**config.mk**
```make
export PLATFORM = sky130hd
export DESIGN_NAME = multicycle_cu
export DESIGN_NICKNAME = d
export VERILOG_FILES = /design/src/rtl/multicycle_cu.sv
export SDC_FILE = /design/constraint.sdc
export NUM_CORES = 1
export LEC_CHECK = 0
export CAP_MARGIN = 20
export CELL_PAD_IN_SITES_DETAIL_PLACEMENT = 0
export CELL_PAD_IN_SITES_GLOBAL_PLACEMENT = 1
export CORE_MARGIN = 3
export CORE_UTILIZATION = 31
export CTS_BUF_LIST = sky130_fd_sc_hd__clkbuf_8
export CTS_CLUSTER_DIAMETER = 120
export CTS_CLUSTER_SIZE = 20
export DETAILED_ROUTE_END_ITERATION = 6
export PLACE_DENSITY_LB_ADDON = 0.1
export SLEW_MARGIN = 20
export SYNTH_ARGS = -nofsm -noshare
export SYNTH_HDL_FRONTEND = slang
export SYNTH_SLANG_ARGS = --single-unit
```
**constraint.sdc**
```tcl
create_clock -name clk -period 5 [get_ports clk]
set_clock_uncertainty 0.15 [all_clocks]
set_input_delay 1.5 -clock clk [delete_from_list [all_inputs] [get_ports clk]]
set_output_delay 1.5 -clock clk [all_outputs]
set_load 0.02 [all_outputs]
```
**src/rtl/multicycle_cu.sv**
```systemverilog
// Multi-cycle MIPS control unit: sequences FETCH/DECODE/EXEC/MEM/WB plus an MDU wait
// state, and drives datapath select codes and per-state write enables.
module multicycle_cu #(
    parameter int MUL_CYC  = 5,
    parameter int DIV_CYC  = 10,
    parameter int MEM_WAIT = 0,
    parameter int CNT_W    = 4
) (
    input  logic       clk,
    input  logic       reset,
    input  logic [5:0] op,
    input  logic [5:0] funct,
    input  logic [4:0] rt_op,
    input  logic [1:0] ACmpB,
    input  logic [1:0] ACmp0,
    output logic [2:0] state,
    output logic       PCWr,
    output logic       IRWr,
    output logic       RFWr,
    output logic       DMWr,
    output logic       HIWr,
    output logic       LOWr,
    output logic       MDUStart,
    output logic [1:0] MDUOp,
    output logic [1:0] NPCOp,
    output logic       EXTOp,
    output logic [3:0] ALUOp,
    output logic [1:0] ALUBSel,
    output logic [1:0] GRFA3Sel,
    output logic [2:0] GRFWDSel,
    output logic [2:0] DMOp,
    output logic       busy,
    output logic       illegal
);

    typedef enum logic [2:0] {
        S_FETCH  = 3'd0,
        S_DECODE = 3'd1,
        S_EXEC   = 3'd2,
        S_MEM    = 3'd3,
        S_WB     = 3'd4,
        S_MDU    = 3'd5
    } state_t;

    state_t             state_q, state_nxt;
    logic [CNT_W-1:0]   cnt_q, cnt_nxt;
    logic               taken_q, taken_nxt, taken_now, taken_eff;

    logic is_r;
    logic addu, subu, or_r, slt, sll, jr, jalr, mfhi, mthi, mflo, mtlo;
    logic mult, multu, div, divu;
    logic ori, lui, addiu, lw, lh, lb, lhu, lbu, sw, sh, sb;
    logic beq, bne, j, jal, bgezal;
    logic load, store, md, alu_i, known;

    assign is_r   = (op == 6'h00);
    assign addu   = is_r && (funct == 6'h21);
    assign subu   = is_r && (funct == 6'h23);
    assign or_r   = is_r && (funct == 6'h25);
    assign slt    = is_r && (funct == 6'h2A);
    assign sll    = is_r && (funct == 6'h00);
    assign jr     = is_r && (funct == 6'h08);
    assign jalr   = is_r && (funct == 6'h09);
    assign mfhi   = is_r && (funct == 6'h10);
    assign mthi   = is_r && (funct == 6'h11);
    assign mflo   = is_r && (funct == 6'h12);
    assign mtlo   = is_r && (funct == 6'h13);
    assign mult   = is_r && (funct == 6'h18);
    assign multu  = is_r && (funct == 6'h19);
    assign div    = is_r && (funct == 6'h1A);
    assign divu   = is_r && (funct == 6'h1B);
    assign ori    = (op == 6'h0D);
    assign lui    = (op == 6'h0F);
    assign addiu  = (op == 6'h09);
    assign lw     = (op == 6'h23);
    assign lh     = (op == 6'h21);
    assign lb     = (op == 6'h20);
    assign lhu    = (op == 6'h25);
    assign lbu    = (op == 6'h24);
    assign sw     = (op == 6'h2B);
    assign sh     = (op == 6'h29);
    assign sb     = (op == 6'h28);
    assign beq    = (op == 6'h04);
    assign bne    = (op == 6'h05);
    assign j      = (op == 6'h02);
    assign jal    = (op == 6'h03);
    assign bgezal = (op == 6'h01) && (rt_op == 5'h11);

    assign load  = lw | lh | lb | lhu | lbu;
    assign store = sw | sh | sb;
    assign md    = mult | multu | div | divu;
    assign alu_i = ori | lui | addiu;
    assign known = addu | subu | or_r | slt | sll | jr | jalr | mfhi | mthi | mflo | mtlo
                 | md | alu_i | load | store | beq | bne | j | jal | bgezal;

    assign taken_now = (beq && (ACmpB == 2'd0)) || (bne && (ACmpB != 2'd0))
                     || (bgezal && (ACmp0 != 2'd1));
    // DECODE sees the live comparison; later states use the latched outcome
    assign taken_eff = (state_q == S_DECODE) ? taken_now : taken_q;

    always_ff @(posedge clk or negedge reset) begin
        if (!reset) begin
            state_q <= S_FETCH;
            cnt_q   <= '0;
            taken_q <= 1'b0;
        end else begin
            state_q <= state_nxt;
            cnt_q   <= cnt_nxt;
            taken_q <= taken_nxt;
        end
    end

    always_comb begin
        state_nxt = state_q;
        cnt_nxt   = cnt_q;
        taken_nxt = taken_q;
        PCWr      = 1'b0;
        IRWr      = 1'b0;
        RFWr      = 1'b0;
        DMWr      = 1'b0;
        HIWr      = 1'b0;
        LOWr      = 1'b0;
        MDUStart  = 1'b0;
        busy      = 1'b0;
        illegal   = 1'b0;
        case (state_q)
            S_FETCH: begin
                IRWr      = 1'b1;
                PCWr      = 1'b1;
                state_nxt = S_DECODE;
            end
            S_DECODE: begin
                taken_nxt = taken_now;
                if (taken_now || j || jal || jr || jalr) PCWr = 1'b1;
                if (!known) begin
                    illegal   = 1'b1;
                    state_nxt = S_FETCH;
                end else if (jal || jalr || bgezal) begin
                    state_nxt = S_WB;
                end else if (beq || bne || j || jr) begin
                    state_nxt = S_FETCH;
                end else begin
                    state_nxt = S_EXEC;
                end
            end
            S_EXEC: begin
                if (load || store) begin
                    cnt_nxt   = CNT_W'(MEM_WAIT);
                    state_nxt = S_MEM;
                end else if (md) begin
                    MDUStart  = 1'b1;
                    cnt_nxt   = (div || divu) ? CNT_W'(DIV_CYC - 1) : CNT_W'(MUL_CYC - 1);
                    state_nxt = S_MDU;
                end else if (mthi || mtlo) begin
                    HIWr      = mthi;
                    LOWr      = mtlo;
                    state_nxt = S_FETCH;
                end else begin
                    state_nxt = S_WB;
                end
            end
            S_MEM: begin
                if (cnt_q != '0) begin
                    cnt_nxt = cnt_q - CNT_W'(1);
                end else begin
                    DMWr      = store;
                    state_nxt = store ? S_FETCH : S_WB;
                end
            end
            S_MDU: begin
                busy = 1'b1;
                if (cnt_q != '0) begin
                    cnt_nxt = cnt_q - CNT_W'(1);
                end else begin
                    HIWr      = 1'b1;
                    LOWr      = 1'b1;
                    state_nxt = S_FETCH;
                end
            end
            S_WB: begin
                RFWr      = 1'b1;
                state_nxt = S_FETCH;
            end
            default: state_nxt = S_FETCH;
        endcase
        // Enables are killed combinationally so an abandoned MEM/MDU sequence never commits
        if (!reset) begin
            PCWr     = 1'b0;
            IRWr     = 1'b0;
            RFWr     = 1'b0;
            DMWr     = 1'b0;
            HIWr     = 1'b0;
            LOWr     = 1'b0;
            MDUStart = 1'b0;
            busy     = 1'b0;
            illegal  = 1'b0;
        end
    end

    assign state = state_q;

    always_comb begin
        EXTOp = !(ori || lui);

        ALUOp = 4'd0;
        if (subu)             ALUOp = 4'd1;
        else if (or_r || ori) ALUOp = 4'd2;
        else if (sll)         ALUOp = 4'd3;
        else if (lui)         ALUOp = 4'd4;
        else if (slt)         ALUOp = 4'd5;

        ALUBSel = 2'd0;
        if (sll)                         ALUBSel = 2'd2;
        else if (alu_i || load || store) ALUBSel = 2'd1;

        GRFA3Sel = 2'd0;
        if (jal || (bgezal && taken_eff)) GRFA3Sel = 2'd2;
        else if (bgezal)                  GRFA3Sel = 2'd3;
        else if (alu_i || load)           GRFA3Sel = 2'd1;

        GRFWDSel = 3'd0;
        if (load)                       GRFWDSel = 3'd1;
        else if (jal || jalr || bgezal) GRFWDSel = 3'd2;
        else if (mfhi)                  GRFWDSel = 3'd3;
        else if (mflo)                  GRFWDSel = 3'd4;

        DMOp = 3'd0;
        if (lh || sh)      DMOp = 3'd1;
        else if (lb || sb) DMOp = 3'd2;
        else if (lhu)      DMOp = 3'd3;
        else if (lbu)      DMOp = 3'd4;

        MDUOp = 2'd0;
        if (multu)     MDUOp = 2'd1;
        else if (div)  MDUOp = 2'd2;
        else if (divu) MDUOp = 2'd3;

        NPCOp = 2'd0;
        if (state_q != S_FETCH) begin
            if (j || jal)                                      NPCOp = 2'd2;
            else if (jr || jalr)                               NPCOp = 2'd3;
            else if ((beq || bne || bgezal) && taken_eff)      NPCOp = 2'd1;
        end
    end

endmodule

```
==> metrics.md <==
| Metric | Value |
|---|---|
| Outcome | finished clean |
| Yosys top cell area share | 16.8% |
| Port bufs | 52 |
| Top-count cell post-synth | nor2_1 |
| Final setup fails | 0 |
| Reg2reg start | state[0] |
| Largest stage delay on the critical path | approximately 0.45 ns |
| Vias in the first global route | 1638 |
| Core area | 3520 sq um |
| Most frequent cell on the critical path | buf_4 |
| Worst slack at placement | -0.629 ns |
| Cells after synthesis | ~170 |
| # diodes | 0 |
| Sequential element share of the synthesized area | 16.8% |
| Die W | approximately 68 microns |
| TNS Setup | 0 ns |
| Rows | 21 |
| Global-route wire length before repair | ~7700 microns |
| Worst R2R End | cnt_q[2] |
| Via Count | 1657 |
| Mapped Nets | around 200 |
| Critical path arrival | 3.30 ns |
| Slew Viols, Final | 0 |
| CTS tree | built |
| RSZ-0062 raised after global routing | true |
| Clock Sinks | 8 |
| Post-route DRC | 0 |
| Tightest Pin Transition | 0.545 ns |
| Post-route antenna net violation count | 0 |
| Worst min path class | reg2reg |
| Met1 Usage GRT | 28.5% |
| GRT overflow | 0 |
| WS Path Type | in2out |
| Post-layout min period | 4.95 ns |
| Maximum clock path buffer count | 2 |
| Starting density of the core | 33.8% |
| Post-DP HPWL | around 3700 microns |
| Worst setup path endpoint | GRFWDSel[1] |
| Cells after DPL | 311 |
| Pwr Density | 279 nW/um^2 |
| Final net count | 296 |
| Largest net degree at the start of global routing | 19 |
| Layout cells sized above 1 | 30.0% |
| CP Data Required Time | ~3.4 ns |
| Global-route usage over all layers | 21.3% |
| Fin crit share | 98.9% |
| Synth top cells by count | nor2_1 (18), nand2_1 (14), a21oi_1 (12) |
| Critical Path Source | rt_op[1] |
| CP top delay family | buffers and inverters |
| Fillers | 346 |
| Fraction of registers with async set/reset | 100% |
| I/O pins | 54 |
| Total wire length | roughly 4500 microns |
| Area of placed instances | 2120 sq um |
| Cell variety after synth | 60 |
| Layout Cells excl Fill | 316 |
| Avg WL per Cell | ~14 microns |
| Crit path capture type | primary output |
| GR Layer Usage met3 | 4.43% |
| Pre-Repair DR Iteration Count | 4 |
| Root Buffer | clkbuf_8 |
| Cell taking the most area after synthesis | dfrtp_1 |
| Die H | 68.0 microns |
| Ranking of synthesized cells by area | dfrtp_1 (17%), nor2_1 (5.7%), a21oi_1 (5.0%) |
| DIE AREA | 4620 sq um |
| Leak | around 1.1 nW |
| Setup crit start kind | primary input |
| Max IR drop VDD | 0.283 mV |
| Fin area | 2210 sq um |
| R2R setup slack | 2.56 ns |
| Smallest setup slack after layout | roughly 0.055 ns |
| Yosys warns | 0 |
| Slowest CP cell | clkdlybuf4s50_1 |
| Synthesized flop and latch total | 8 |
| CP Depth | 9 |
| Post-synth EDFFs | 0 |
| GP Congestion | around 0.9 |
| Clk_lat worst skew | 0.22 ns |
| FF-to-FF path depth | 5 |
| P&R area growth vs syn | 85.4% |
| Fmax | 202 MHz |
| Initial antenna violation count | 0 |
| CP cell instances | clkdlybuf4s50_1 > nor4b_4 > buf_4 > buf_4 > a32oi_1 > nor3_2 > a41o_1 > a21o_1 > clkbuf_2 |
| 1st-iter DRT viols | between 100 and 150 |
| GRT busiest layer | met2 |
| CP Buf/Inv Count | 4 |
| Slew headroom | between 60% and 70% |
| Max_cap viols | 0 |
| M2 GR Usage | 37.1% |
| TritonCTS buffer count | 3 |
| Critical path fanouts, max | 2 |
| Top_reg_cell synth | dfrtp_1 |
| Fin. Hold Viols | 0 |
| H-tree depth | 1 |
| Via density | between 5 and 6 |
| Syn Std Cell Area | 1190 sq um |
| Reg clk slew, reported paths | around 0.04 ns |
| Syn_area_per_cell | between 6 and 7 sq um |
-- where the power goes --
| part | leakage [nW] | internal [W] | switching (W) |
|---|---|---|---|
| Combinational | 0.974 | 0.000187 | 0.000211 |
| Sequential | 0.0996 | 0.0000947 | 0.0000452 |
| Clock | 0.0216 | 0.0000521 | 0.0000243 |
| Total | 1.09 | 0.000334 | 0.000280 |
-- flip-flops by register name, indices dropped and copies added, names as in the netlist --
signal	flops
taken_q	1
state	3
cnt_q	4
-- metrics by stage --
step	total power [W]	hold WS, ns	util [%]
floorplan	0.000362	0.319	-
detailed placement	0.000531	0.353	60.2
finish	0.000614	0.365	62.7
global placement	0.000522	0.340	60.2
global route	0.000673	0.399	62.7
CTS	0.000616	0.366	62.4
-- how the worst min path moves through the flow --
| stage | endpoint | start | cells past startpoint | slack, ns |
|---|---|---|---|---|
| final | cnt_q[3] | cnt_q[3] | 1 | 0.37 |
| after detailed placement | cnt_q[3] | cnt_q[3] | 1 | 0.35 |
| after global placement | cnt_q[3] | cnt_q[3] | 1 | 0.34 |
| after CTS | cnt_q[3] | cnt_q[3] | 1 | 0.37 |
| after global routing | cnt_q[3] | cnt_q[3] | 1 | 0.40 |
| after floorplan | cnt_q[1] | cnt_q[1] | 2 | 0.32 |
-- cell type report --
| cell class | count | area [sq um] | share of cell area [%] |
|---|---|---|---|
| repair buffers | 107 | 910 | 41.2 |
| flip-flops and latches | 8 | 200 | 9.08 |
| clock buffers | 3 | 41.3 | 1.87 |
| well taps | 46 | 57.6 | 2.61 |
| inverters | 10 | 37.5 | 1.70 |
| multi-input cells | 142 | 960 | 43.5 |
-- cell usage in the layout (no fill, tap or decap), types with 2 or more instances in the layout --
master / netlist / final
nor3_1: 11 / 9
inv_1: 10 / 10
nor3_2: 1 / 2
dfrtp_1: 8 / 8
a22o_1: 2 / 2
nor2_1: 18 / 18
a32oi_1: 2 / 2
o311ai_1: 0 / 2
nor2b_1: 4 / 4
clkbuf_2: 0 / 3
or2b_1: 2 / 2
clkbuf_8: 0 / 3
dlymetal6s2s_1: 0 / 4
nand3_1: 2 / 2
nor3b_1: 2 / 2
buf_2: 0 / 3
or2_2: 2 / 2
a31oi_1: 4 / 3
or3_4: 1 / 3
a21o_1: 2 / 2
nand2b_1: 3 / 3
o21ai_0: 5 / 5
clkdlybuf4s50_1: 0 / 26
o21a_1: 3 / 3
nand3b_1: 2 / 2
and3_1: 8 / 8
a21boi_0: 2 / 2
buf_4: 2 / 54
nand4_1: 4 / 4
a21oi_1: 12 / 12
dlygate4sd2_1: 0 / 14
nand2_1: 14 / 14
-- metal layers --
metal / routed length, microns / part of all wire, %
met3: 294 / 6.5
met5: 0 / 0
met4: 0 / 0
met1: 1990 / 44
met2: 2240 / 49
-- what timing repair did --
item                                    CTS  global route
pin swaps                                 6             4
hold buffers                              0             0
endpoints found under the setup margin   21            11
hold endpoints to repair                  0             0
gates resized for setup                  50            14
buffers inserted                          1             1
-- logic make-up after synthesis --
group | after synthesis | share of synthesized area, %
AOI/OAI and AO/OA | 52 | 31.8
other | 1 | 0.315
and+or+nand+nor | 86 | 40.4
xor gates and xnor gates | 2 | 1.47
adders and majority gates | 1 | 1.05
DFF | 8 | 16.8
buffers and inverters | 22 | 8.20
-- worst reg2reg max path, cell delays in order, from the launching register on --
cell and delay (ns):
dfrtp_1 0.57, nor3b_1 0.46, or4b_1 0.53, and3_1 0.30
a221oi_1 0.23, a21oi_1 0.07
Note: power is estimated with default switching activity, not from simulation.
